===== config.mk =====
export PLATFORM = sky130hd
export DESIGN_NAME = cache_fill_ctrl
export DESIGN_NICKNAME = d
export VERILOG_FILES = /design/src/rtl/cache_fill_pkg.sv /design/src/rtl/rr_arbiter.sv /design/src/rtl/cache_fill_ctrl.sv
export SDC_FILE = /design/constraint.sdc
export NUM_CORES = 1
export LEC_CHECK = 0
export BUFFER_PORTS_ARGS = -buffer_cell sky130_fd_sc_hd__buf_2
export CELL_PAD_IN_SITES_DETAIL_PLACEMENT = 2
export CELL_PAD_IN_SITES_GLOBAL_PLACEMENT = 2
export CORE_ASPECT_RATIO = 1.25
export CORE_MARGIN = 2
export CORE_UTILIZATION = 19
export DETAILED_ROUTE_END_ITERATION = 12
export PLACE_DENSITY_LB_ADDON = 0.25
export SLEW_MARGIN = 0
export SYNTH_ARGS = -nofsm -noshare
export SYNTH_HDL_FRONTEND = slang
export SYNTH_SLANG_ARGS = --single-unit

===== constraint.sdc =====
create_clock -name clk -period 1.42 [get_ports clk]
set_input_delay 0.355 -clock clk [delete_from_list [all_inputs] [get_ports clk]]
set_output_delay 0.355 -clock clk [all_outputs]
set_load 0.02 [all_outputs]

===== src/rtl/cache_fill_pkg.sv =====
// Shared types and width helpers for the cache miss-fill controller.
// Imported by the fill controller and its arbiter.
package cache_fill_pkg;

  typedef enum logic {
    IDLE = 1'b0,
    FILL = 1'b1
  } state_e;

  function automatic int offset_w(input int words, input int data_w);
    return $clog2(words * (data_w / 8));
  endfunction

  function automatic int idx_w(input int words);
    return $clog2(words);
  endfunction

endpackage


===== src/rtl/rr_arbiter.sv =====
// Round-robin arbiter: search starts one past last_grant.
// Purely combinational; last_grant is held by the parent.
module rr_arbiter #(
  parameter int N = 2
) (
  input  logic [N-1:0]         req,
  input  logic [$clog2(N)-1:0] last_grant,
  input  logic                 enable,
  output logic [N-1:0]         grant,
  output logic [$clog2(N)-1:0] grant_idx
);

  localparam int IW = $clog2(N);

  logic          found;
  logic [IW-1:0] idx;

  always_comb begin
    grant     = '0;
    grant_idx = '0;
    found     = 1'b0;
    idx       = '0;
    for (int k = 1; k <= N; k++) begin
      idx = IW'((int'(last_grant) + k) % N);
      if (enable && !found && req[idx]) begin
        found      = 1'b1;
        grant[idx] = 1'b1;
        grant_idx  = idx;
      end
    end
  end

endmodule


===== src/rtl/cache_fill_ctrl.sv =====
// Miss-fill controller: arbitrates missing caches and streams one
// block per fill from a pipelined word-wide memory.
module cache_fill_ctrl
  import cache_fill_pkg::*;
#(
  parameter int ADDR_W        = 16,
  parameter int DATA_W        = 16,
  parameter int WORDS_PER_BLK = 8,
  parameter int NUM_REQ       = 2
) (
  input  logic                        clk,
  input  logic                        rst,
  input  logic [NUM_REQ-1:0]          miss_detected,
  input  logic [NUM_REQ*ADDR_W-1:0]   miss_addr,
  output logic [NUM_REQ-1:0]          fsm_busy,
  output logic [NUM_REQ-1:0]          write_data_array,
  output logic [NUM_REQ-1:0]          write_tag_array,
  output logic [ADDR_W-1:0]           fill_base_addr,
  output logic [$clog2(WORDS_PER_BLK)-1:0] fill_word_idx,
  output logic [DATA_W-1:0]           fill_data,
  output logic                        mem_en,
  output logic [ADDR_W-1:0]           memory_address,
  output logic                        mem_owned,
  input  logic [DATA_W-1:0]           memory_data,
  input  logic                        memory_data_valid
);

  localparam int BYTES    = DATA_W / 8;
  localparam int OFFSET_W = offset_w(WORDS_PER_BLK, DATA_W);
  localparam int IDX_W    = idx_w(WORDS_PER_BLK);
  localparam int REQ_W    = $clog2(NUM_REQ);

  localparam logic [IDX_W:0]    REQ_END  = (IDX_W+1)'(WORDS_PER_BLK);
  localparam logic [IDX_W-1:0]  LAST_IDX = IDX_W'(WORDS_PER_BLK - 1);
  localparam logic [ADDR_W-1:0] BLK_MASK =
    ~ADDR_W'((64'd1 << OFFSET_W) - 64'd1);

  state_e             state, state_n;
  logic [IDX_W:0]     req_cnt, req_cnt_n;
  logic [IDX_W-1:0]   recv_cnt, recv_cnt_n;
  logic [REQ_W-1:0]   owner, owner_n;
  logic [REQ_W-1:0]   last_grant, last_grant_n;
  logic [REQ_W-1:0]   grant_idx;
  logic [ADDR_W-1:0]  base, base_n;
  logic [ADDR_W-1:0]  sel_addr;
  logic [NUM_REQ-1:0] grant, owner_oh;
  logic [OFFSET_W-1:0] offset;

  rr_arbiter #(.N(NUM_REQ)) u_arb (
    .req        (miss_detected),
    .last_grant (last_grant),
    .enable     (state == IDLE),
    .grant      (grant),
    .grant_idx  (grant_idx)
  );

  assign sel_addr  = miss_addr[int'(grant_idx)*ADDR_W +: ADDR_W];
  assign owner_oh  = NUM_REQ'(1) << owner;
  assign mem_owned = (state == FILL);
  assign fsm_busy  = miss_detected | (mem_owned ? owner_oh : '0);

  // Offset never carries past the block, so OR-ing into base is exact.
  assign offset = OFFSET_W'(req_cnt[IDX_W-1:0]) * OFFSET_W'(BYTES);
  assign memory_address = base | ADDR_W'(offset);

  assign fill_base_addr = base;
  assign fill_word_idx  = recv_cnt;
  assign fill_data      = memory_data;

  always_ff @(posedge clk) begin
    if (rst) begin
      state      <= IDLE;
      req_cnt    <= '0;
      recv_cnt   <= '0;
      owner      <= '0;
      base       <= '0;
      last_grant <= REQ_W'(NUM_REQ - 1);
    end else begin
      state      <= state_n;
      req_cnt    <= req_cnt_n;
      recv_cnt   <= recv_cnt_n;
      owner      <= owner_n;
      base       <= base_n;
      last_grant <= last_grant_n;
    end
  end

  always_comb begin
    state_n          = state;
    req_cnt_n        = req_cnt;
    recv_cnt_n       = recv_cnt;
    owner_n          = owner;
    base_n           = base;
    last_grant_n     = last_grant;
    mem_en           = 1'b0;
    write_data_array = '0;
    write_tag_array  = '0;
    unique case (1'b1)
      (state == IDLE): begin
        if (|grant) begin
          owner_n      = grant_idx;
          last_grant_n = grant_idx;
          base_n       = sel_addr & BLK_MASK;
          req_cnt_n    = '0;
          recv_cnt_n   = '0;
          state_n      = FILL;
        end
      end
      (state == FILL): begin
        if (req_cnt < REQ_END) begin
          mem_en    = 1'b1;
          req_cnt_n = req_cnt + 1'b1;
        end
        if (memory_data_valid) begin
          write_data_array[owner] = 1'b1;
          recv_cnt_n = recv_cnt + 1'b1;
          if (recv_cnt == LAST_IDX) begin
            write_tag_array[owner] = 1'b1;
            state_n = IDLE;
          end
        end
      end
      default: ;
    endcase
  end

endmodule


; ---- Word level (Yosys, flattened, before mapping)
; Index checks and enable logic that the tools add are counted.
; W data, S select, Z words.
[op_classes]
magnitude_cmp = 7
eq_ne = 4
shifts = 2
bitwise_logic = 4
muxes = 33
addsub = 4
reduce_logical = 11
[op_table]
columns = cell, count
row1 = $shiftx A32 B6 Y16, 1
row2 = $mux W2, 8
row3 = $or A16 B4 Y16, 1
row4 = $mux W1, 15
row5 = $mux W4, 2
row6 = $pmux W4 S2, 1
row7 = $logic_and A1 B1 Y1, 6
row8 = $lt A1 B2 Y1 const B, 3
row9 = $mux W3, 2
row10 = $pmux W3 S2, 1
row11 = $reduce_and A2 Y1, 3
row12 = $add A4 B1 Y4 const B, 1
row13 = $lt A4 B4 Y1 const B, 1
row14 = $ne A2 B2 Y1 const B, 2
row15 = $or A2 B2 Y2, 2
row16 = $add A3 B1 Y3 const B, 1
row17 = $demux W1 S1, 3
row18 = $eq A3 B3 Y1 const B, 1
row19 = $ge A1 B1 Y1 const B, 3
row20 = $add A1 B1 Y1 const B, 2
row21 = $ne A2 B1 Y1 const B, 1
row22 = $pmux W1 S2, 1
row23 = $reduce_or A2 Y1, 1
row24 = $shl A1 B1 Y2 const A, 1
row25 = 2 further kinds, 2
[word_totals]
regBits = 22
output_inout_bits = 59

; ---- Logic depth before layout (Yosys ltp)
; Gate-level depths: netlist of the first run.
[depth]
depth_word = 12
depth_mapped = 5

; ---- Hierarchy
; A second synthesis of the first run with hierarchy kept.
[unflattened]
cells_unflattened = 157
hier_area_um2 = 1386.3
[modules_own_cells]
columns = mod, cells_per_inst, n_inst, area_per_inst_um2, seq_area_each_um2
row1 = cache_fill_ctrl, 151, 1, 1360.1, 440.4
row2 = rr_arbiter, 6, 1, 26.3, 0.0

; ---- Worst setup path after synthesis of the first run
; Ideal clock, no wire load.
[synth_path]
kind = reg-to-output
from = reg recv_cnt[0], in the netlist fill_word_idx[0]
to = out write_tag_array[1]
required_time_ps = 1065
path_buffers = 0
path_slack_ps = -70
t_arrival_ps = 1135
path_stages_with_launch = 5
cell_sequence = dfxtp_1 ha_1 ha_1 nand2_1 nor2_1
[synth_via]
elab_chain_len = 4
[synth_lines]
columns = element, line_no
row1 = start: declaration, cache_fill_ctrl.sv:40  ; logic [IDX_W-1:0] recv_cnt, recv_cnt_n;
row2 = start signal: assignment, cache_fill_ctrl.sv:81  ; recv_cnt <= recv_cnt_n;
row3 = $eq A3 B3 Y1, cache_fill_ctrl.sv:117  ; if (recv_cnt == LAST_IDX) begin
row4 = $mux W2, cache_fill_ctrl.sv:117
row5 = $mux W2, cache_fill_ctrl.sv:114  ; if (memory_data_valid) begin
row6 = $mux W2, cache_fill_ctrl.sv:98  ; unique case (1'b1)
row7 = end: declaration, cache_fill_ctrl.sv:17  ; output logic [NUM_REQ-1:0] write_tag_array,
; Every way passes these cells.

; ---- Worst setup path in the final report of the first run
[layout_path]
from = reg recv_cnt[1], in the netlist fill_word_idx[1]
to = out write_tag_array[0]
; The elaborated chain is that of the path after synthesis.

==> flow_metrics.env, run 1 <==
export IMPL_endpoint="write_tag_array[0]"
export IMPL_yosys_cell_types_count=29
export IMPL_cp_start_kind="register"
export IMPL_grt_max_degree=24
export IMPL_core_area_um2=6980
export IMPL_clockBufferDepth=2
export IMPL_cts_reportedPaths_clkPinSlew_ps=90
export IMPL_finalSetupTns_ps=-318
export IMPL_globalplace_congestion=0.682
export IMPL_holdCritPathClass="input port to register"
export IMPL_crit_start="fill_word_idx[1]"
export IMPL_synth_top_area_share_pct=32.3
export IMPL_ant_nets=0
export IMPL_syn_avg_cell_area_um2=8.27
export IMPL_netlist_instances=165
export IMPL_drc=0
export IMPL_grt_pass1_vias=1436
export IMPL_die_height_um=98.7
export IMPL_cellPowerDensity_nw_per_um2=882
export IMPL_clkLatencyLatePin_ps=270
export IMPL_grt_ovfl_total=0
export IMPL_outcome="complete, but fails checks"
export IMPL_seq_power_share_pct=41.6
export IMPL_synth_edf_count=0
export IMPL_p_sw_share_pct=35.5
export IMPL_ys_flop_type="dfxtp_1"
export IMPL_syn_cell_area_um2=1360
export IMPL_power_switching_mw=0.608
export IMPL_synth_most_common_cell="buf_4"
export IMPL_post_route_period_util_pct=108
export IMPL_reg2reg_slack_ps=0
export IMPL_fin_hold_ws_ps=323
export IMPL_cpMostUsedCell="ha_4"
export IMPL_place_hpwl_mm=3.25
export IMPL_dpl_cell_count=293
export IMPL_synthArstFlopShare_pct=0
export IMPL_cp_data_required_time_ps=1070
export IMPL_diodes=0
export IMPL_cpPeakStageDelay_ps=350
export IMPL_cts_tree="built"
export IMPL_clockRootBuffer="clkbuf_8"
export IMPL_peakVddDrop_mv=0.414
export IMPL_leakage_nw=0.893
export IMPL_cts_htree_levels=1
export IMPL_critPathBufInv=1
export IMPL_pwr_share_clk_pct=23.8
export IMPL_chipWidth_um=79.8
export IMPL_finalWorstSetupSlack_ps=-108
export IMPL_drt_iter0_drc=20
export IMPL_slew_headroom_pct=65.7
export IMPL_nets=272
export IMPL_routed_via_count=1355
export IMPL_wl_mm=4.51
export IMPL_slew_viol_final=0
export IMPL_violations="negative setup slack"
export IMPL_r2r_start="mem_owned"
export IMPL_synth_area_leader_cell="dfxtp_1"
export IMPL_internal_power_mw=1.10
export IMPL_ys_seq_area_share_pct=32.3
export IMPL_final_hold_viol_count=0
export IMPL_endpoint_kind="output pin"
export IMPL_path_delay_family="flip-flops"
export IMPL_fmax_mhz=655
export IMPL_dieArea_um2=7880
export IMPL_grt_pass1_wl_mm=7.09
export IMPL_dr_pass1_iters=4
export IMPL_fin_worst_skew_ps=5.13
export IMPL_max_cap_violations=0
export IMPL_synth_seq_cells=22
export IMPL_area_growth_pct=42.2
export IMPL_p_comb_share_pct=34.6
export IMPL_crit_cells=5
export IMPL_reg2reg_depth=4
export IMPL_cts_sinks=22
export IMPL_r2r_end="fill_base_addr[14]"
export IMPL_fin_crit_ps=1530
export IMPL_rows=34
export IMPL_viasPerCell=4.46
export IMPL_stdcell_count=304
export IMPL_tightest_slew_ps=502
export IMPL_grt_use_total_pct=11.2
export IMPL_rsz0062_at_grt="yes"
export IMPL_p_total_mw=1.71
export IMPL_portBuffers=66
export IMPL_post_drt_wl_per_cell_um=14.8
export IMPL_ys_top_cells_by_area="dfxtp_1, buf_4, a2111oi_0"
export IMPL_start_util_pct=19.5
export IMPL_cpMaxStageDelayCell="dfxtp_2"
export IMPL_arrival_ps=1170
export IMPL_setup_viol=7
export IMPL_crit_chain="ha_4 -> ha_4 -> nand2_4 -> nor2_4 -> buf_6"
export IMPL_crit_type="register to output pin"
export IMPL_io_pins=112
export IMPL_crit_fanout=3
export IMPL_netlist_top_cells_count="buf_4, a2111oi_0, dfxtp_1"
export IMPL_drive_gt1_share_pct=57.0
export IMPL_antenna_found_initial=0
export IMPL_yosysWarnings=0
export IMPL_cts_buffers=3
[layout by cell type (no fill, tap or decap), drive strengths merged]
| master | n |
|---|---|
| nand3 | 6 |
| inv | 14 |
| nor2 | 19 |
| a2111oi | 24 |
| nand2b | 4 |
| buf | 88 |
| o31ai | 1 |
| nand2 | 7 |
| and3b | 1 |
| nand4b | 1 |
| dfxtp | 22 |
| nand3b | 1 |
| o21ba | 1 |
| a211oi | 1 |
| clkbuf | 3 |
| o21a | 1 |
| or2 | 1 |
| a211o | 1 |
| conb | 5 |
| ha | 3 |
| o21bai | 1 |
| nand4 | 1 |
| mux2 | 1 |
| a21oi | 7 |
[power by group through the flow]
stage	sequential (mW)	clock, mW	combinational, mW
after floorplan	0.767	0	0.362
after global placement	0.721	0	0.489
after detailed placement	0.723	0	0.497
after CTS	0.712	0.431	0.525
after global routing	0.721	0.444	0.646
final	0.712	0.407	0.591
[worst min path at each step]
stage,start,to,slack (ps),cells past startpoint
CTS,miss_addr[25],fill_base_addr[9],330,3
global placement,owner,owner,460,2
global route,miss_addr[25],fill_base_addr[9],330,3
detailed placement,owner,owner,470,2
finish,miss_addr[25],fill_base_addr[9],320,3
floorplan,rst,fill_base_addr[6],430,1
[kinds of logic (layout without fill, tap and decap cells)]
logic type	after synthesis	after routing	synth area share, %
flops	22	22	32.3
buf+inv	60	105	27.5
simple gates	41	41	14.4
other cells	1	5	0.275
compound gates	37	37	21.9
fa+ha+maj	3	3	2.75
mux	1	1	0.826
[worst min-delay path: cells and delay by family]
family          cells  cell delay [ps]
buf+inv             2              140
compound gates      1               60
[repair_timing]
action / 4_1_cts / 5_1_grt
gates resized for setup: 29 / 36
hold buffers: 0 / 0
pin swaps: 1 / 2
setup buffers: 3 / 5
setup endpoints to repair: 17 / 20
[metal layers]
layer / part of all wire (%) / up-vias / GRT usage (%)
li1: - / 636 / -
met1: 40 / 660 / 13.0
met2: 51 / 51 / 20.6
met3: 7.2 / 8 / 2.56
met4: 0.98 / 0 / 2.61
met5: 0 / - / 0
[final cells by class]
type | count | area [um2]
Multi-Input combinational cell | 87 | 729
Inverter | 14 | 52.6
Sequential cell | 22 | 450
Fill cell | 818 | 5040
Timing Repair Buffer | 88 | 553
Tap cell | 90 | 113
Clock buffer | 3 | 41.3
[stage by stage]
step	instance area [um2]	util [%]	worst slack, ps
6_report	1940	27.8	-108
4_1_cts	1770	25.4	-113
5_1_grt	1940	27.8	-160
2_1_floorplan	1390	-	-14.0
3_3_place_gp	1610	23.1	-225
3_5_place_dp	1610	23.1	-361
[sequential cells by signal, summed over array words and instances (netlist names)]
signal,count
req_cnt,4
owner,1
fill_word_idx,3
last_grant,1
fill_base_addr,12
mem_owned,1
Note: power is estimated with default switching activity, not from simulation.
==> run 2, diff against run 1 <==
BUFFER_PORTS_ARGS = not set   (was -buffer_cell sky130_fd_sc_hd__buf_2)
CORE_UTILIZATION = 30   (was 19)
CTS_CLUSTER_DIAMETER = 60   (was not set)
DONT_BUFFER_PORTS = 1   (was not set)
GPL_ROUTABILITY_DRIVEN = 1   (was not set)
==> run 2 against run 1 <==
  * Critical path depth shrank 1
  * Sequential power grew 2.8%
  * Clock power increased by 47%
  * Highest routed layer unchanged
  * Via count shrank 17%
  * Worst setup slack improved by 53 ps
  * Critical path type unchanged
  * Largest power group unchanged
  * Critical endpoint is now write_tag_array[1]
  * Sequential cell count unchanged
  * Cell area fell by 21%
  * The flow still finishes with violations (negative setup slack)
==> flow_metrics.env, run 2 (synthesis results as in run 1) <==
export IMPL_outcome="complete, but fails checks"
export IMPL_violations="negative setup slack"
export IMPL_slew_headroom_pct=64.6
export IMPL_drt_iter0_drc=30
export IMPL_grt_use_total_pct=16.1
export IMPL_hold_end="owner"
export IMPL_io_pins=112
export IMPL_reg2reg_depth=4
export IMPL_final_core_utilization_pct=35.1
export IMPL_place_hpwl_mm=2.92
export IMPL_dieArea_um2=5100
export IMPL_finalWorstSetupSlack_ps=-55.0
export IMPL_endpoint_kind="output pin"
export IMPL_r2r_end="fill_base_addr[4]"
export IMPL_clockBufferDepth=2
export IMPL_reg2reg_slack_ps=90
export IMPL_stdcell_count=212
export IMPL_dpl_cell_area_um2=1310
export IMPL_holdBufCountCts=0
export IMPL_register_area_um2=445
export IMPL_cts_reportedPaths_clkPinSlew_ps=90
export IMPL_arrival_ps=1120
export IMPL_p_total_mw=1.76
export IMPL_grt_pass1_vias=1274
export IMPL_nets=211
export IMPL_grt_pass1_wl_mm=6.35
export IMPL_min_path_cells=1
export IMPL_setup_viol=3
export IMPL_multi_input_area_um2=683
export IMPL_rows=27
export IMPL_cts_buffers=3
export IMPL_slew_viol_final=0
export IMPL_globalplace_congestion=0.705
export IMPL_chipWidth_um=64.3
export IMPL_routed_via_count=1119
export IMPL_dr_pass1_iters=2
export IMPL_ant_nets=0
export IMPL_cts_htree_levels=1
export IMPL_fmax_mhz=678
export IMPL_cp_data_required_time_ps=1070
export IMPL_dpl_cell_count=204
export IMPL_diodes=0
export IMPL_post_route_period_util_pct=104
export IMPL_tightest_slew_ps=518
export IMPL_drive_gt1_share_pct=35.7
export IMPL_start_util_pct=31.1
export IMPL_drc=0
export IMPL_die_height_um=79.4
export IMPL_fin_hold_ws_ps=140
export IMPL_grt_ovfl_total=0
export IMPL_core_area_um2=4390
export IMPL_largest_register_ffs=12
export IMPL_peakVddDrop_mv=0.496
export IMPL_portBuffers=0
export IMPL_area_growth_pct=13.0
export IMPL_post_drt_wl_per_cell_um=19.5
export IMPL_r2r_start="mem_owned"
export IMPL_crit_type="register to output pin"
export IMPL_fillers=494
export IMPL_viasPerCell=5.28
export IMPL_fin_crit_ps=1480
export IMPL_grt_max_degree=24
export IMPL_clkLatencyLatePin_ps=270
export IMPL_cts_tree="built"
export IMPL_final_common_cell="buf_4"
export IMPL_cts_sinks=22
export IMPL_cp_start_kind="register"
export IMPL_final_hold_viol_count=0
export IMPL_holdCritPathClass="input port to register"
export IMPL_min_from="rst"
export IMPL_cellPowerDensity_nw_per_um2=1140
export IMPL_wl_mm=4.13
export IMPL_antenna_found_initial=0
export IMPL_clockRootBuffer="clkbuf_8"
export IMPL_fin_area_um2=1540
export IMPL_rsz0062_at_grt="yes"
export IMPL_max_cap_violations=0
export IMPL_fin_worst_skew_ps=10.7
export IMPL_crit_fanout=3
export IMPL_layout_common_cells="buf_4, a2111oi_0, dfxtp_1"
export IMPL_leakage_nw=0.619
run 2: cell count changes in the layout (fill, tap and decap cells not counted), sizes merged:
cell    before  now
buf         88   27
bufinv       0    1
run 2: worst max-delay path by stage:
| stage | cells after the start | from | to | slack, ps |
|---|---|---|---|---|
| CTS | 4 | fill_word_idx[0] | write_tag_array[1] | -60 |
| finish | 4 | fill_word_idx[0] | write_tag_array[1] | -60 |
| global placement | 4 | fill_word_idx[0] | write_tag_array[1] | 100 |
| floorplan | 4 | fill_word_idx[0] | write_tag_array[1] | -10 |
| global route | 4 | fill_word_idx[0] | write_tag_array[1] | -100 |
| detailed placement | 3 | miss_detected[0] | fill_base_addr[13] | 30 |
run 2: critical path, stage by stage (launching register included):
cell	delay [ps]
dfxtp_2	360
ha_4	150
ha_4	130
nand2_4	70
nor2_4	150
run 2: timing repair:
item                       CTS  global route
buffers inserted             3             1
resized for setup           19            15
pin swaps                    2             2
setup endpoints to repair    7            16
run 2: cell type report:
class | count | area share (%)
Tap cell | 58 | 4.71
Clock buffer | 3 | 2.68
Inverter | 14 | 3.57
Clock inverter | 1 | 1.95
Sequential cell | 22 | 28.9
Multi-Input combinational cell | 87 | 44.3
Timing Repair Buffer | 27 | 13.9
run 2: power breakdown:
part	internal, mW	switching [mW]
Sequential	0.669	0.0627
Combinational	0.160	0.264
Clock	0.377	0.223
Total	1.21	0.550
run 2: metrics by stage:
| step | setup TNS, ps | setup WS, ps |
|---|---|---|
| 2_1_floorplan | -14.0 | -14.0 |
| 3_3_place_gp | 0 | 98.5 |
| 3_5_place_dp | 0 | 27.7 |
| 4_1_cts | -110 | -57.3 |
| 5_1_grt | -295 | -95.7 |
| 6_report | -120 | -55.0 |
run 2: metal layers:
layer  track usage, %  wire (um)  vias up
met4             5.53         39        0
met5                0          0        -
li1                 -          -      520
met3             4.94        273        4
met2             30.6       2290       53
met1             16.5       1530      542
